File: src/rtl/ps2_ascii_tx_queue_if.sv
// Byte-stream interface between the PS/2 receiver / UART transmitter and the
// ASCII queue: scancode strobe in, UART data/start/busy handshake.
interface ps2_ascii_tx_queue_if;
  logic [7:0] scancode;
  logic       new_code;
  logic       tx_busy;
  logic [7:0] tx_data;
  logic       tx_start;

  modport master (
    output scancode, new_code, tx_busy,
    input  tx_data, tx_start
  );

  modport slave (
    input  scancode, new_code, tx_busy,
    output tx_data, tx_start
  );
endinterface

File: src/rtl/ps2_ascii_tx_queue.sv
// PS/2 Set-2 scancode to ASCII translator with a FIFO feeding a UART.
// Optional caps-lock toggle on scancode 58 when PS2_CAPS_LOCK_EN is defined.
//
// state   | meaning
// IDLE    | waiting for a queued byte and an idle UART
// START   | tx_start pulse, tx_data holds the popped byte
// WAIT_HI | waiting for tx_busy to rise, bounded by BUSY_WAIT cycles
// WAIT_LO | waiting for the UART to finish the byte
module ps2_ascii_tx_queue #(
  parameter int FIFO_DEPTH = 16,
  parameter int BUSY_WAIT  = 16
) (
  input  logic                        clk,
  input  logic                        rst_n,
  ps2_ascii_tx_queue_if.slave         bus,
  output logic [7:0]                  last_ascii,
  output logic [$clog2(FIFO_DEPTH):0] fifo_count,
  output logic                        overflow
);
  localparam int AW = $clog2(FIFO_DEPTH);
  localparam int TW = $clog2(BUSY_WAIT + 1);

  typedef enum logic [1:0] {IDLE, START, WAIT_HI, WAIT_LO} state_t;

  // {mapped, is_letter, ascii} for the unshifted Set-2 code
  function automatic logic [9:0] map_code(input logic [7:0] c);
    case (c)
      8'h1C: map_code = {2'b11, 8'h61}; 8'h32: map_code = {2'b11, 8'h62};
      8'h21: map_code = {2'b11, 8'h63}; 8'h23: map_code = {2'b11, 8'h64};
      8'h24: map_code = {2'b11, 8'h65}; 8'h2B: map_code = {2'b11, 8'h66};
      8'h34: map_code = {2'b11, 8'h67}; 8'h33: map_code = {2'b11, 8'h68};
      8'h43: map_code = {2'b11, 8'h69}; 8'h3B: map_code = {2'b11, 8'h6A};
      8'h42: map_code = {2'b11, 8'h6B}; 8'h4B: map_code = {2'b11, 8'h6C};
      8'h3A: map_code = {2'b11, 8'h6D}; 8'h31: map_code = {2'b11, 8'h6E};
      8'h44: map_code = {2'b11, 8'h6F}; 8'h4D: map_code = {2'b11, 8'h70};
      8'h15: map_code = {2'b11, 8'h71}; 8'h2D: map_code = {2'b11, 8'h72};
      8'h1B: map_code = {2'b11, 8'h73}; 8'h2C: map_code = {2'b11, 8'h74};
      8'h3C: map_code = {2'b11, 8'h75}; 8'h2A: map_code = {2'b11, 8'h76};
      8'h1D: map_code = {2'b11, 8'h77}; 8'h22: map_code = {2'b11, 8'h78};
      8'h35: map_code = {2'b11, 8'h79}; 8'h1A: map_code = {2'b11, 8'h7A};
      8'h45: map_code = {2'b10, 8'h30}; 8'h16: map_code = {2'b10, 8'h31};
      8'h1E: map_code = {2'b10, 8'h32}; 8'h26: map_code = {2'b10, 8'h33};
      8'h25: map_code = {2'b10, 8'h34}; 8'h2E: map_code = {2'b10, 8'h35};
      8'h36: map_code = {2'b10, 8'h36}; 8'h3D: map_code = {2'b10, 8'h37};
      8'h3E: map_code = {2'b10, 8'h38}; 8'h46: map_code = {2'b10, 8'h39};
      8'h29: map_code = {2'b10, 8'h20}; 8'h5A: map_code = {2'b10, 8'h0D};
      8'h66: map_code = {2'b10, 8'h08};
      default: map_code = 10'h000;
    endcase
  endfunction

  logic           brk, ext, shift, caps;
  logic           key_byte, is_shift, upper, push, push_ok, pop, full, empty;
  logic [9:0]     lookup;
  logic [7:0]     push_char;
  logic [7:0]     mem [FIFO_DEPTH];
  logic [AW-1:0]  wr_ptr, rd_ptr;
  logic [TW-1:0]  tmr;
  state_t         state, state_nx;

  // Key-byte classification and ASCII selection for the current strobe
  always_comb begin
    key_byte  = bus.new_code && (bus.scancode != 8'hF0) && (bus.scancode != 8'hE0);
    is_shift  = (bus.scancode == 8'h12) || (bus.scancode == 8'h59);
    lookup    = map_code(bus.scancode);
    upper     = shift ^ caps;
    push      = key_byte && !brk && !ext && lookup[9];
    push_char = (lookup[8] && upper) ? (lookup[7:0] - 8'h20) : lookup[7:0];
    full      = (fifo_count == (AW+1)'(FIFO_DEPTH));
    empty     = (fifo_count == '0);
    push_ok   = push && !full;
  end

  // Make/break prefix flags and shift tracking
  always_ff @(posedge clk) begin
    if (!rst_n) begin
      brk   <= 1'b0;
      ext   <= 1'b0;
      shift <= 1'b0;
    end else if (bus.new_code) begin
      if (bus.scancode == 8'hF0) begin
        brk <= 1'b1;
      end else if (bus.scancode == 8'hE0) begin
        ext <= 1'b1;
      end else begin
        brk <= 1'b0;
        ext <= 1'b0;
        if (!ext && is_shift) shift <= !brk;
      end
    end
  end

`ifdef PS2_CAPS_LOCK_EN
  // Caps lock toggles on each make of 58; its break is ignored
  always_ff @(posedge clk) begin
    if (!rst_n)                                              caps <= 1'b0;
    else if (key_byte && !brk && !ext && bus.scancode == 8'h58) caps <= !caps;
  end
`else
  assign caps = 1'b0;
`endif

  // FIFO storage; contents need no reset since occupancy gates every read
  always_ff @(posedge clk) begin
    if (push_ok) mem[wr_ptr] <= push_char;
  end

  // FIFO pointers, occupancy, last character and sticky overflow
  always_ff @(posedge clk) begin
    if (!rst_n) begin
      wr_ptr     <= '0;
      rd_ptr     <= '0;
      fifo_count <= '0;
      overflow   <= 1'b0;
      last_ascii <= 8'h00;
    end else begin
      if (push)            last_ascii <= push_char;
      if (push && full)    overflow   <= 1'b1;
      if (push_ok)         wr_ptr     <= wr_ptr + 1'b1;
      if (pop)             rd_ptr     <= rd_ptr + 1'b1;
      case ({push_ok, pop})
        2'b10:   fifo_count <= fifo_count + 1'b1;
        2'b01:   fifo_count <= fifo_count - 1'b1;
        default: fifo_count <= fifo_count;
      endcase
    end
  end

  // TX FSM next state, pop request and start pulse
  always_comb begin
    state_nx     = state;
    pop          = 1'b0;
    bus.tx_start = 1'b0;
    case (state)
      IDLE: if (!empty && !bus.tx_busy) begin
        pop      = 1'b1;
        state_nx = START;
      end
      START: begin
        bus.tx_start = 1'b1;
        state_nx     = WAIT_HI;
      end
      WAIT_HI: begin
        if (bus.tx_busy)      state_nx = WAIT_LO;
        else if (tmr == '0)   state_nx = IDLE;
      end
      WAIT_LO: if (!bus.tx_busy) state_nx = IDLE;
      default: state_nx = IDLE;
    endcase
  end

  // TX FSM state, busy-rise timeout down-counter and held output byte
  always_ff @(posedge clk) begin
    if (!rst_n) begin
      state       <= IDLE;
      tmr         <= '0;
      bus.tx_data <= 8'h00;
    end else begin
      state <= state_nx;
      if (state == START)                 tmr <= TW'(BUSY_WAIT - 1);
      else if (state == WAIT_HI && tmr != '0) tmr <= tmr - 1'b1;
      if (pop) bus.tx_data <= mem[rd_ptr];
    end
  end
endmodule

File: src/flat_wrapper.sv
// flat-port wrapper written by rule: the top's interface ports become plain ports
module ps2_ascii_tx_queue_flat 
#(
  parameter int FIFO_DEPTH = 16,
  parameter int BUSY_WAIT  = 16
)
  (clk, rst_n, last_ascii, fifo_count, overflow, bus_scancode, bus_new_code, bus_tx_busy, bus_tx_data, bus_tx_start);
  ps2_ascii_tx_queue_if bus_i ();
  input  logic clk;
  input  logic rst_n;
  output logic [7:0] last_ascii;
  output logic [$clog2(FIFO_DEPTH):0] fifo_count;
  output logic overflow;
  input wire logic [$bits(bus_i.scancode)-1:0] bus_scancode;
  input wire logic [$bits(bus_i.new_code)-1:0] bus_new_code;
  input wire logic [$bits(bus_i.tx_busy)-1:0] bus_tx_busy;
  output wire logic [$bits(bus_i.tx_data)-1:0] bus_tx_data;
  output wire logic [$bits(bus_i.tx_start)-1:0] bus_tx_start;
  assign bus_i.scancode = bus_scancode;
  assign bus_i.new_code = bus_new_code;
  assign bus_i.tx_busy = bus_tx_busy;
  assign bus_tx_data = bus_i.tx_data;
  assign bus_tx_start = bus_i.tx_start;
  ps2_ascii_tx_queue #(.FIFO_DEPTH(FIFO_DEPTH), .BUSY_WAIT(BUSY_WAIT)) u_core (.clk(clk), .rst_n(rst_n), .bus(bus_i), .last_ascii(last_ascii), .fifo_count(fifo_count), .overflow(overflow));
endmodule
File: config.mk
export PLATFORM = sky130hd
export DESIGN_NAME = ps2_ascii_tx_queue_flat
export DESIGN_NICKNAME = d
export VERILOG_FILES = /design/src/rtl/ps2_ascii_tx_queue_if.sv /design/src/rtl/ps2_ascii_tx_queue.sv /design/src/flat_wrapper.sv
export SDC_FILE = /design/constraint.sdc
export NUM_CORES = 1
export LEC_CHECK = 0
export BUFFER_PORTS_ARGS = -buffer_cell sky130_fd_sc_hd__buf_2
export CORE_UTILIZATION = 60
export DETAILED_ROUTE_END_ITERATION = 8
export PLACE_DENSITY = 0.9
export REMOVE_ABC_BUFFERS = 1
export SLEW_MARGIN = 20
export SYNTH_ARGS = -nofsm -noshare
export SYNTH_HDL_FRONTEND = slang
export SYNTH_SLANG_ARGS = --single-unit
export TNS_END_PERCENT = 100
File: constraint.sdc
create_clock -name clk -period 11.3 [get_ports clk]
set_clock_uncertainty 0.1 [all_clocks]
set_input_delay 0.565 -clock clk [delete_from_list [all_inputs] [get_ports clk]]
set_output_delay 0.565 -clock clk [all_outputs]
set_load 0.05 [all_outputs]
==> results.json, run 1 <==
{
  "final_util": 0.6854,
  "core-area_mm2": 0.01262,
  "grt_util_met1": 0.3756,
  "ios": 35,
  "synth-edff-count": 128,
  "ys_types": 66,
  "ant_nets": 0,
  "nNetsFinal": 604,
  "place_hpwl_mm": 11.24,
  "cts_tree": "yes",
  "synth-compound-area-share": 0.08109,
  "endpoint": "u_core.fifo_count[4]",
  "synth_fa_ha_area_frac": 0.03315,
  "fmax_mhz": 257.8,
  "grt.total_usage": 0.2877,
  "synthTopCellsByArea": "edfxtp_1 (49%), mux4_2 (12%), dfxtp_1 (10%)",
  "grt.busiest_layer": "met2",
  "crit_path_max_fanout": 15,
  "grt_pass1_vias": 4872,
  "drt-initial-drc-count": 741,
  "finalHoldViolCount": 0,
  "grt_max_degree": 38,
  "path_clk_slew_ns": 0.06,
  "hold_buffers": 0,
  "drc": 0,
  "gr-usage-met3": 0.04341,
  "dieWidth_um": 115.8,
  "clk_latency_ns": 0.42,
  "outcome": "finished, final reports clean",
  "cts_max_level": 4,
  "antenna_found_initial": 0,
  "async_reset_ff_frac": 0,
  "area_delta_synth_final_pct": 11.23,
  "startpoint": "bus_scancode[1]",
  "worst_slack_ns": 7.421,
  "antennaDiodeCount": 0,
  "synth-seq-area-share": 0.5973,
  "avgViaCountPerCell": 6.672,
  "start_util": 0.6162,
  "rsz0062_at_grt": "false",
  "cts_setup_buffers": 0,
  "cp.required_ns": 11.54,
  "worstPathArrival_ns": 4.12,
  "postCtsResizedCells": 0,
  "r2r_setup_slack_ns": 7.79,
  "start_kind": "primary input",
  "use_met2": 0.4778,
  "gp_congestion": 0.9275,
  "yosysTopAreaCellShare": 0.4943,
  "synthXorXnorAreaFrac": 0.01239,
  "cts_buffers": 17,
  "port_buffers": 34,
  "min_period_ns": 3.879,
  "drt_pre_antenna_iters": 6,
  "finalWirelength_mm": 18.24,
  "rr_startpoint": "u_core.fifo_count[0]",
  "hold_class": "primary input to flop",
  "final.period_utilization": 0.3433,
  "end_kind": "flop",
  "ys_ff_latch": 168,
  "die_h_um": 115.8,
  "yosys.area_share.simple": 0.1014,
  "synth_top_family_by_area": "multiplexers",
  "synthFlopType": "edfxtp_1",
  "grt_first_pass_wirelength_mm": 27.99,
  "holdWs_ns": 0.3492,
  "powerDensity_mw_per_mm2": 186.4,
  "r2r_cells": 11,
  "wire_per_inst_um": 24.10,
  "fin_tns_setup_ns": 0,
  "dieArea_mm2": 0.01342,
  "syn_inst": 544,
  "synth_warnings": 0,
  "worstSetupPathType": "primary input to flop",
  "preCtsSetupSlack_ns": 7.068,
  "synthMuxAreaShare": 0.1458,
  "overflow": 0,
  "r2r_end": "u_core.fifo_count[4]",
  "worst_pin_slew_ns": 1.023,
  "cap_violations": 0,
  "ctsRootBufferMaster": "clkbuf_16",
  "fp-row-count": 41,
  "yosysTopAreaCell": "edfxtp_1",
  "cts_max_path_buffers": 2,
  "finalSetupViolCount": 0,
  "avgSynthCellArea_um2": 14.29,
  "vdd_drop_max_mv": 0.1100,
  "slew_violations": 0,
  "slew_headroom": 0.3169,
  "drive_gt1_frac": 0.2137,
  "vias": 5051,
  "p_leak_nw": 2.998,
  "syn_area_mm2": 0.007776,
  "cts.sinks": 168
}
==> where the power goes <==
group	internal [W]	leakage [nW]	switching, W
Combinational	0.000140	1.24	0.000205
Clock	0.000325	0.268	0.000234
Sequential	0.000686	1.49	0.0000221
Total	0.00115	3.00	0.000461
==> layout by cell type (no fill, tap or decap), drive strengths merged, types with 3 or more instances in the layout <==
master and instances:
buf 40, and3 17, nor2 30, clkinv 5, clkinvlp 3, dfxtp 40, nor3 15, inv 18
mux4 43, mux2i 15, nand2 26, a211oi 4, o21a 3, o311a 3, nand3 4, a21oi 26
ha 19, nor3b 3, xor2 7, nand4 6, o21ai 22, a21o 5, o22ai 4, xnor2 4
a31oi 3, edfxtp 128, nand2b 9, clkbuf 21, a22oi 3, o31ai 3, nor2b 12, and2 9
==> routing by layer <==
layer	routed length [um]	share of wire	up-vias
met5	0	0	-
met4	660	0.036	0
met3	1095	0.060	68
met2	9422	0.52	289
met1	7062	0.39	2527
li1	-	-	2167
==> state kept, by name, indices dropped and copies added (netlist names) <==
name	cells
u_core.mem	128
u_core.bus.tx_data	8
u_core.last_ascii	8
u_core.fifo_count	5
u_core.tmr	5
u_core.rd_ptr	4
u_core.wr_ptr	4
u_core.state	2
u_core.brk	1
u_core.ext	1
u_core.overflow	1
u_core.shift	1
==> worst max-delay path, cell delays in order <==
cell	delay, ns
buf_2	0.22
inv_1	0.14
ha_1	0.34
and3b_1	0.17
o21ai_0	0.10
a21o_1	0.25
o211ai_4	0.28
and3_4	0.33
inv_1	0.07
ha_1	0.27
fa_1	0.44
a21o_1	0.19
a21oi_1	0.20
xor2_1	0.10
or3_1	0.31
a21oi_1	0.15
==> kinds of logic after synthesis <==
logic type,after synthesis
flops,168
simple gates,145
compound gates,93
xor+xnor,11
mux,59
buf+inv,48
fa+ha+maj,20
==> Yosys cell counts (all sizes together), types with 2 or more instances <==
| master | instances |
|---|---|
| nor4 | 2 |
| o21ai | 22 |
| ha | 19 |
| and3b | 2 |
| o21a | 3 |
| a2111oi | 2 |
| nand3 | 4 |
| buf | 17 |
| and2 | 9 |
| a211o | 2 |
| o31ai | 3 |
| nand3b | 2 |
| a31oi | 3 |
| or3 | 2 |
| mux2i | 15 |
| a21o | 5 |
| nand2 | 26 |
| nand2b | 9 |
| dfxtp | 40 |
| edfxtp | 128 |
| a21oi | 26 |
| mux4 | 43 |
| xnor2 | 4 |
| nand4 | 6 |
| o22ai | 4 |
| and3 | 17 |
| a211oi | 4 |
| nor4b | 2 |
| a22oi | 3 |
| nor3b | 3 |
| a311o | 2 |
| inv | 16 |
| o211ai | 2 |
| nor2 | 30 |
| nor2b | 12 |
| xor2 | 7 |
| nor3 | 15 |
| o311a | 3 |
| clkbuf | 15 |
==> through the flow <==
| stage | cell area, um2 | power (W) | std cells |
|---|---|---|---|
| 6_report | 8650 | 0.001612 | 757 |
| 5_1_grt | 8650 | 0.001664 | 757 |
| 4_1_cts | 8625 | 0.001611 | 756 |
| 3_5_place_dp | 8060 | 0.001051 | 724 |
| 3_3_place_gp | 8060 | 0.001030 | 724 |
| 2_1_floorplan | 7616 | 0.0009625 | 512 |
==> how the worst min path moves through the flow <==
stage,slack (ns),cells past startpoint,endpoint,from
6_report,0.35,3,u_core.brk,bus_new_code
5_1_grt,0.39,3,u_core.state[1],bus_tx_busy
4_1_cts,0.34,3,u_core.brk,bus_new_code
3_5_place_dp,0.36,2,u_core.last_ascii[3],u_core.last_ascii[3]
3_3_place_gp,0.35,1,u_core.overflow,u_core.overflow
2_1_floorplan,0.37,1,u_core.tmr[0],u_core.tmr[0]
==> area by class of cell <==
class / count / area (um2)
Timing Repair Buffer: 41 / 222.7
Clock inverter: 12 / 127.6
Inverter: 16 / 65.06
Tap cell: 172 / 215.2
Clock buffer: 20 / 436.7
Multi-Input combinational cell: 328 / 2937
Fill cell: 802 / 3970
Sequential cell: 168 / 4646
Note: power is estimated with default switching activity, not from simulation.
==> run 2: changes to the inputs <==
- clock period: 11.3 -> 3.8 ns (I/O delays scaled with it)
==> results.json, run 2 (synthesized netlist as in run 1, its figures left out) <==
{
  "finalHoldViolCount": 0,
  "overflow": 0,
  "die_h_um": 115.8,
  "finalWirelength_mm": 17.97,
  "place_hpwl_mm": 11.39,
  "grt.total_usage": 0.2847,
  "path_clk_slew_ns": 0.06,
  "avgViaCountPerCell": 6.498,
  "start_kind": "flop",
  "final_cells": 769,
  "cts.sinks": 168,
  "final_cell_mix": "edfxtp_1 (128), mux4_2 (42), dfxtp_1 (39), buf_2 (34), nor2_1 (30)",
  "slew_headroom": 0.3220,
  "hold_class": "primary input to flop",
  "end_kind": "flop",
  "drc": 0,
  "wire_per_inst_um": 23.37,
  "r2r_cells": 10,
  "start_util": 0.6162,
  "grt_first_pass_wirelength_mm": 27.52,
  "rr_startpoint": "u_core.fifo_count[0]",
  "powerDensity_mw_per_mm2": 552.4,
  "reg_top3": "u_core.mem (128), u_core.bus.tx_data (8), u_core.last_ascii (8)",
  "core-area_mm2": 0.01262,
  "crit_path_frequent_cell": "a21oi_1",
  "r2r_setup_slack_ns": 0.43,
  "path_buf_inv": 1,
  "outcome": "finished, final reports clean",
  "fill_cells": 778,
  "ctsRootBufferMaster": "clkbuf_16",
  "endpoint": "u_core.fifo_count[4]",
  "ant_nets": 0,
  "regMostFlops": "u_core.mem",
  "fmax_mhz": 296.6,
  "antenna_found_initial": 0,
  "startpoint": "u_core.fifo_count[0]",
  "cap_violations": 0,
  "nNetsFinal": 616,
  "holdWs_ns": 0.01802,
  "slew_violations": 0,
  "drive_gt1_frac": 0.2295,
  "rsz0062_at_grt": "false",
  "p_leak_nw": 3.058,
  "fp-row-count": 41,
  "crit_path_max_incr_delay_ns": 0.71,
  "crit_chain": "nor4_1 > a2111oi_4 > buf_4 > ha_1 > fa_1 > a21o_1 > a21oi_1 > xor2_1 > or3_1 > a21oi_1",
  "finalSetupViolCount": 0,
  "layout_commonest_cell": "edfxtp_1",
  "vias": 4997,
  "cp.required_ns": 4.04,
  "r2r_end": "u_core.fifo_count[4]",
  "worstPathArrival_ns": 3.61,
  "drt-initial-drc-count": 530,
  "worst_path_max_delay_cell": "nor4_1",
  "cts_buffers": 17,
  "dieWidth_um": 115.8,
  "fin_tns_setup_ns": 0,
  "antennaDiodeCount": 0,
  "clk_latency_ns": 0.42,
  "worstSetupPathType": "flop to flop",
  "cp.depth": 10,
  "ios": 35,
  "cts_max_level": 4,
  "place_inst": 736,
  "vdd_drop_max_mv": 0.4377,
  "worst_pin_slew_ns": 1.016,
  "dieArea_mm2": 0.01342,
  "grt_pass1_vias": 4978,
  "crit_path_max_fanout": 14,
  "area_delta_synth_final_pct": 12.78,
  "cpLargestDelayFamily": "simple AND/OR/NAND/NOR gates",
  "cts_setup_buffers": 0,
  "drt_pre_antenna_iters": 7,
  "final.period_utilization": 0.8871,
  "cts_tree": "yes",
  "largest_reg_flops": 128,
  "cts_max_path_buffers": 2,
  "min_period_ns": 3.371,
  "gp_congestion": 0.9259,
  "grt_max_degree": 36,
  "port_buffers": 34
}
## run 2: cell count changes in the layout (fill, tap and decap cells not counted), sizes merged
cell and delta:
clkbuf -2, dlygate4sd3 +1, buf +12, clkinvlp +1
## run 2: layer usage
metal,track usage,up-vias,part of all wire
met5,0,-,0
met4,0.1162,0,0.025
met3,0.05178,42,0.063
met2,0.4881,256,0.53
met1,0.3594,2498,0.38
li1,-,2201,-
## run 2: what timing repair did
action	CTS	global route
endpoints found under the setup margin	0	0
gates resized for setup	0	0
hold endpoints to repair	2	0
hold buffers	1	0
## run 2: final cells by class
cell class | instances | area (um2) | area share
Clock buffer | 19 | 442.9 | 0.05051
Timing Repair Buffer | 53 | 327.8 | 0.03738
Tap cell | 172 | 215.2 | 0.02454
Sequential cell | 168 | 4646 | 0.5297
Multi-Input combinational cell | 328 | 2925 | 0.3336
Inverter | 16 | 65.06 | 0.007419
Clock inverter | 13 | 147.6 | 0.01684
## run 2: metrics by stage
step	instance area, um2	power (W)	util	setup slack, ns
after CTS	8763	0.004848	0.6944	0.4129
after detailed placement	8163	0.003148	0.6468	0.1372
after floorplan	7616	0.002862	-	-0.1298
after global placement	8163	0.003094	0.6468	0.3270
final	8770	0.004844	0.6949	0.4290
after global routing	8770	0.004990	0.6949	0.1887
## run 2: power breakdown
part	internal (W)	switching, W
registers	0.00204	0.000110
clock network	0.000991	0.000713
logic	0.000431	0.000558
total	0.00346	0.00138
## run 2: tightest hold or removal path, stage by stage
cell	delay, ns
buf_2	0.13
nor3b_1	0.06
nor2_1	0.11
## run 2: worst min path at each step
stage / start / slack (ns) / cells past startpoint / to
2_1_floorplan: rst_n / 0.21 / 1 / u_core.overflow
3_3_place_gp: u_core.overflow / 0.35 / 1 / u_core.overflow
3_5_place_dp: u_core.overflow / 0.35 / 1 / u_core.overflow
4_1_cts: bus_tx_busy / 0.006 / 3 / u_core.state[1]
5_1_grt: bus_tx_busy / 0.03 / 3 / u_core.state[0]
6_report: bus_tx_busy / 0.02 / 3 / u_core.state[1]
==> run 3: changes to the inputs <==
- ABC_AREA: default -> 1
==> results.json, run 3 <==
{
  "end_kind": "flop",
  "powerDensity_mw_per_mm2": 601.0,
  "cp.required_ns": 4.03,
  "finalWirelength_mm": 18.59,
  "synthTopCellsByCount": "nor2_1 (160), edfxtp_1 (128), o21ai_0 (111)",
  "outcome": "finished, final reports clean",
  "hold_class": "primary input to flop",
  "cts_buffers": 17,
  "fp-row-count": 41,
  "grt_util_met1": 0.3421,
  "die_h_um": 116.9,
  "slew_headroom": 0.2921,
  "antenna_found_initial": 0,
  "grt.busiest_layer": "met2",
  "cts_max_path_buffers": 2,
  "yosys.area_share.simple": 0.1845,
  "holdPathStages": 4,
  "fin_area_mm2": 0.008687,
  "avgSynthCellArea_um2": 9.681,
  "final_cell_mix": "nor2_1 (160), edfxtp_1 (128), o21ai_0 (110), nand2_1 (108), inv_1 (50)",
  "antennaDiodeCount": 0,
  "place_hpwl_mm": 11.14,
  "reg_top3": "u_core.mem (128), u_core.bus.tx_data (8), u_core.last_ascii (8)",
  "yosysTopAreaCellShare": 0.4854,
  "drive_gt1_frac": 0.1141,
  "ys_ff_latch": 168,
  "synthFlopType": "edfxtp_1",
  "dpl_cell_area_mm2": 0.008125,
  "cap_violations": 0,
  "drt_pre_antenna_iters": 6,
  "cts_max_level": 4,
  "synthXorXnorAreaFrac": 0.005530,
  "grt.total_usage": 0.2835,
  "largest_reg_flops": 128,
  "wire_per_inst_um": 18.19,
  "synthMuxAreaShare": 0,
  "vias": 6135,
  "ios": 35,
  "r2r_cells": 11,
  "async_reset_ff_frac": 0,
  "ctsRootBufferMaster": "clkbuf_16",
  "worstSetupPathType": "flop to flop",
  "synthTopCellsByArea": "edfxtp_1 (49%), dfxtp_1 (10%), nor2_1 (7.6%)",
  "synth_top_family_by_area": "simple AND/OR/NAND/NOR gates",
  "drt-initial-drc-count": 834,
  "avgViaCountPerCell": 6.003,
  "synth-edff-count": 128,
  "cts_setup_buffers": 0,
  "clk_latency_ns": 0.43,
  "regMostFlops": "u_core.mem",
  "drc": 0,
  "syn_area_mm2": 0.007919,
  "worst_pin_slew_ns": 1.060,
  "postCtsResizedCells": 0,
  "rsz0062_at_grt": "false",
  "final_util": 0.6828,
  "synth_fa_ha_area_frac": 0.03255,
  "yosysMostFrequentCell": "nor2_1",
  "p_leak_nw": 3.342,
  "dieWidth_um": 116.9,
  "finalSetupViolCount": 0,
  "fmax_mhz": 281.7,
  "final.period_utilization": 0.9343,
  "synth_warnings": 0,
  "path_clk_slew_ns": 0.06,
  "port_buffers": 34,
  "min_period_ns": 3.550,
  "synth-seq-area-share": 0.5865,
  "core-area_mm2": 0.01272,
  "synth-compound-area-share": 0.1357,
  "crit_path_max_fanout": 21,
  "fin_tns_setup_ns": 0,
  "syn_inst": 818,
  "ys_types": 41,
  "ant_nets": 0,
  "gp_congestion": 0.9120,
  "finalHoldViolCount": 0,
  "nNetsFinal": 869,
  "cts_tree": "yes",
  "cts.sinks": 168,
  "slew_violations": 0,
  "yosysTopAreaCell": "edfxtp_1",
  "layout_commonest_cell": "nor2_1",
  "start_util": 0.6224,
  "use_met2": 0.4793,
  "overflow": 0,
  "area_delta_synth_final_pct": 9.701,
  "grt_first_pass_wirelength_mm": 28.32,
  "gr-usage-met3": 0.07673,
  "vdd_drop_max_mv": 0.3657,
  "grt_max_degree": 67,
  "grt_pass1_vias": 5687,
  "start_kind": "flop",
  "dieArea_mm2": 0.01366,
  "worstPathArrival_ns": 3.78
}
## run 3: cell types whose count changed after synthesis, sizes merged, moves of 14 or more
cell and change:
mux4 -43, o21ai +93, nand2 +95, inv +41
o211ai +32, nand3 +29, and3 -16, nor2 +134
nor3 -14, mux2i -15
## run 3: final cells by class
cell class,instances,area (um2)
timing repair buffer,40,220.2
clock inverter,12,103.9
clock buffer,20,436.7
fill,906,4035
multi-input combinational,552,2838
sequential,168,4648
tap,172,215.2
inverter,58,225.2
## run 3: path summary, 6_finish.rpt
check | endpoint | slack [ns] | startpoint
setup reg to reg | u_core.fifo_count[4] | 0.25 | u_core.fifo_count[1]
setup / recovery | u_core.fifo_count[4] | 0.25 | u_core.fifo_count[1]
hold / removal | u_core.overflow | 0.11 | bus_scancode[6]
hold reg to reg | u_core.overflow | 0.37 | u_core.overflow
## run 3: cells by family after synthesis
group | Yosys count
buffers and inverters | 98
AND/OR/NAND/NOR | 336
adder cells (fa/ha/maj) | 20
flip-flops | 168
AO/OA/AOI/OAI | 191
XOR/XNOR | 5
## run 3: power by group
part	total, W	internal [W]	switching (W)
Combinational	0.00146	0.000398	0.00106
Clock	0.00157	0.000894	0.000678
Sequential	0.00219	0.00209	0.000101
## run 3: timing repair
action,4_1_cts,5_1_grt
endpoints found under the setup margin,0,0
hold endpoints to repair,4,0
hold buffers,2,0
## run 3: layer usage
layer / part of all wire / routed length [um] / vias up
li1: - / - / 2857
met1: 0.38 / 7145 / 2851
met2: 0.49 / 9101 / 362
met3: 0.093 / 1728 / 65
met4: 0.033 / 615 / 0
met5: 0 / 0 / -
## run 3: per-stage QoR
step           setup WS, ns  hold WS, ns  std cells  power (W)
2_1_floorplan        0.9558       0.1876        778   0.003222
3_3_place_gp         0.7487       0.3425        988   0.003561
3_5_place_dp         0.6260       0.3597        988   0.003618
4_1_cts              0.3726      0.09773       1022   0.005196
5_1_grt             0.07028       0.1206       1022   0.005468
6_report             0.2495       0.1061       1022   0.005221
## run 3: worst max-delay path: stages, from the launching register on
cell and delay, ns:
dfxtp_1 0.38, nor4_2 0.44, nand2_1 0.14, nand3_1 0.18, inv_1 0.34, ha_1 0.43, fa_1 0.46, nand3_1 0.11
nand2_1 0.07, o21ai_0 0.31, o21ai_0 0.22, a21oi_1 0.27
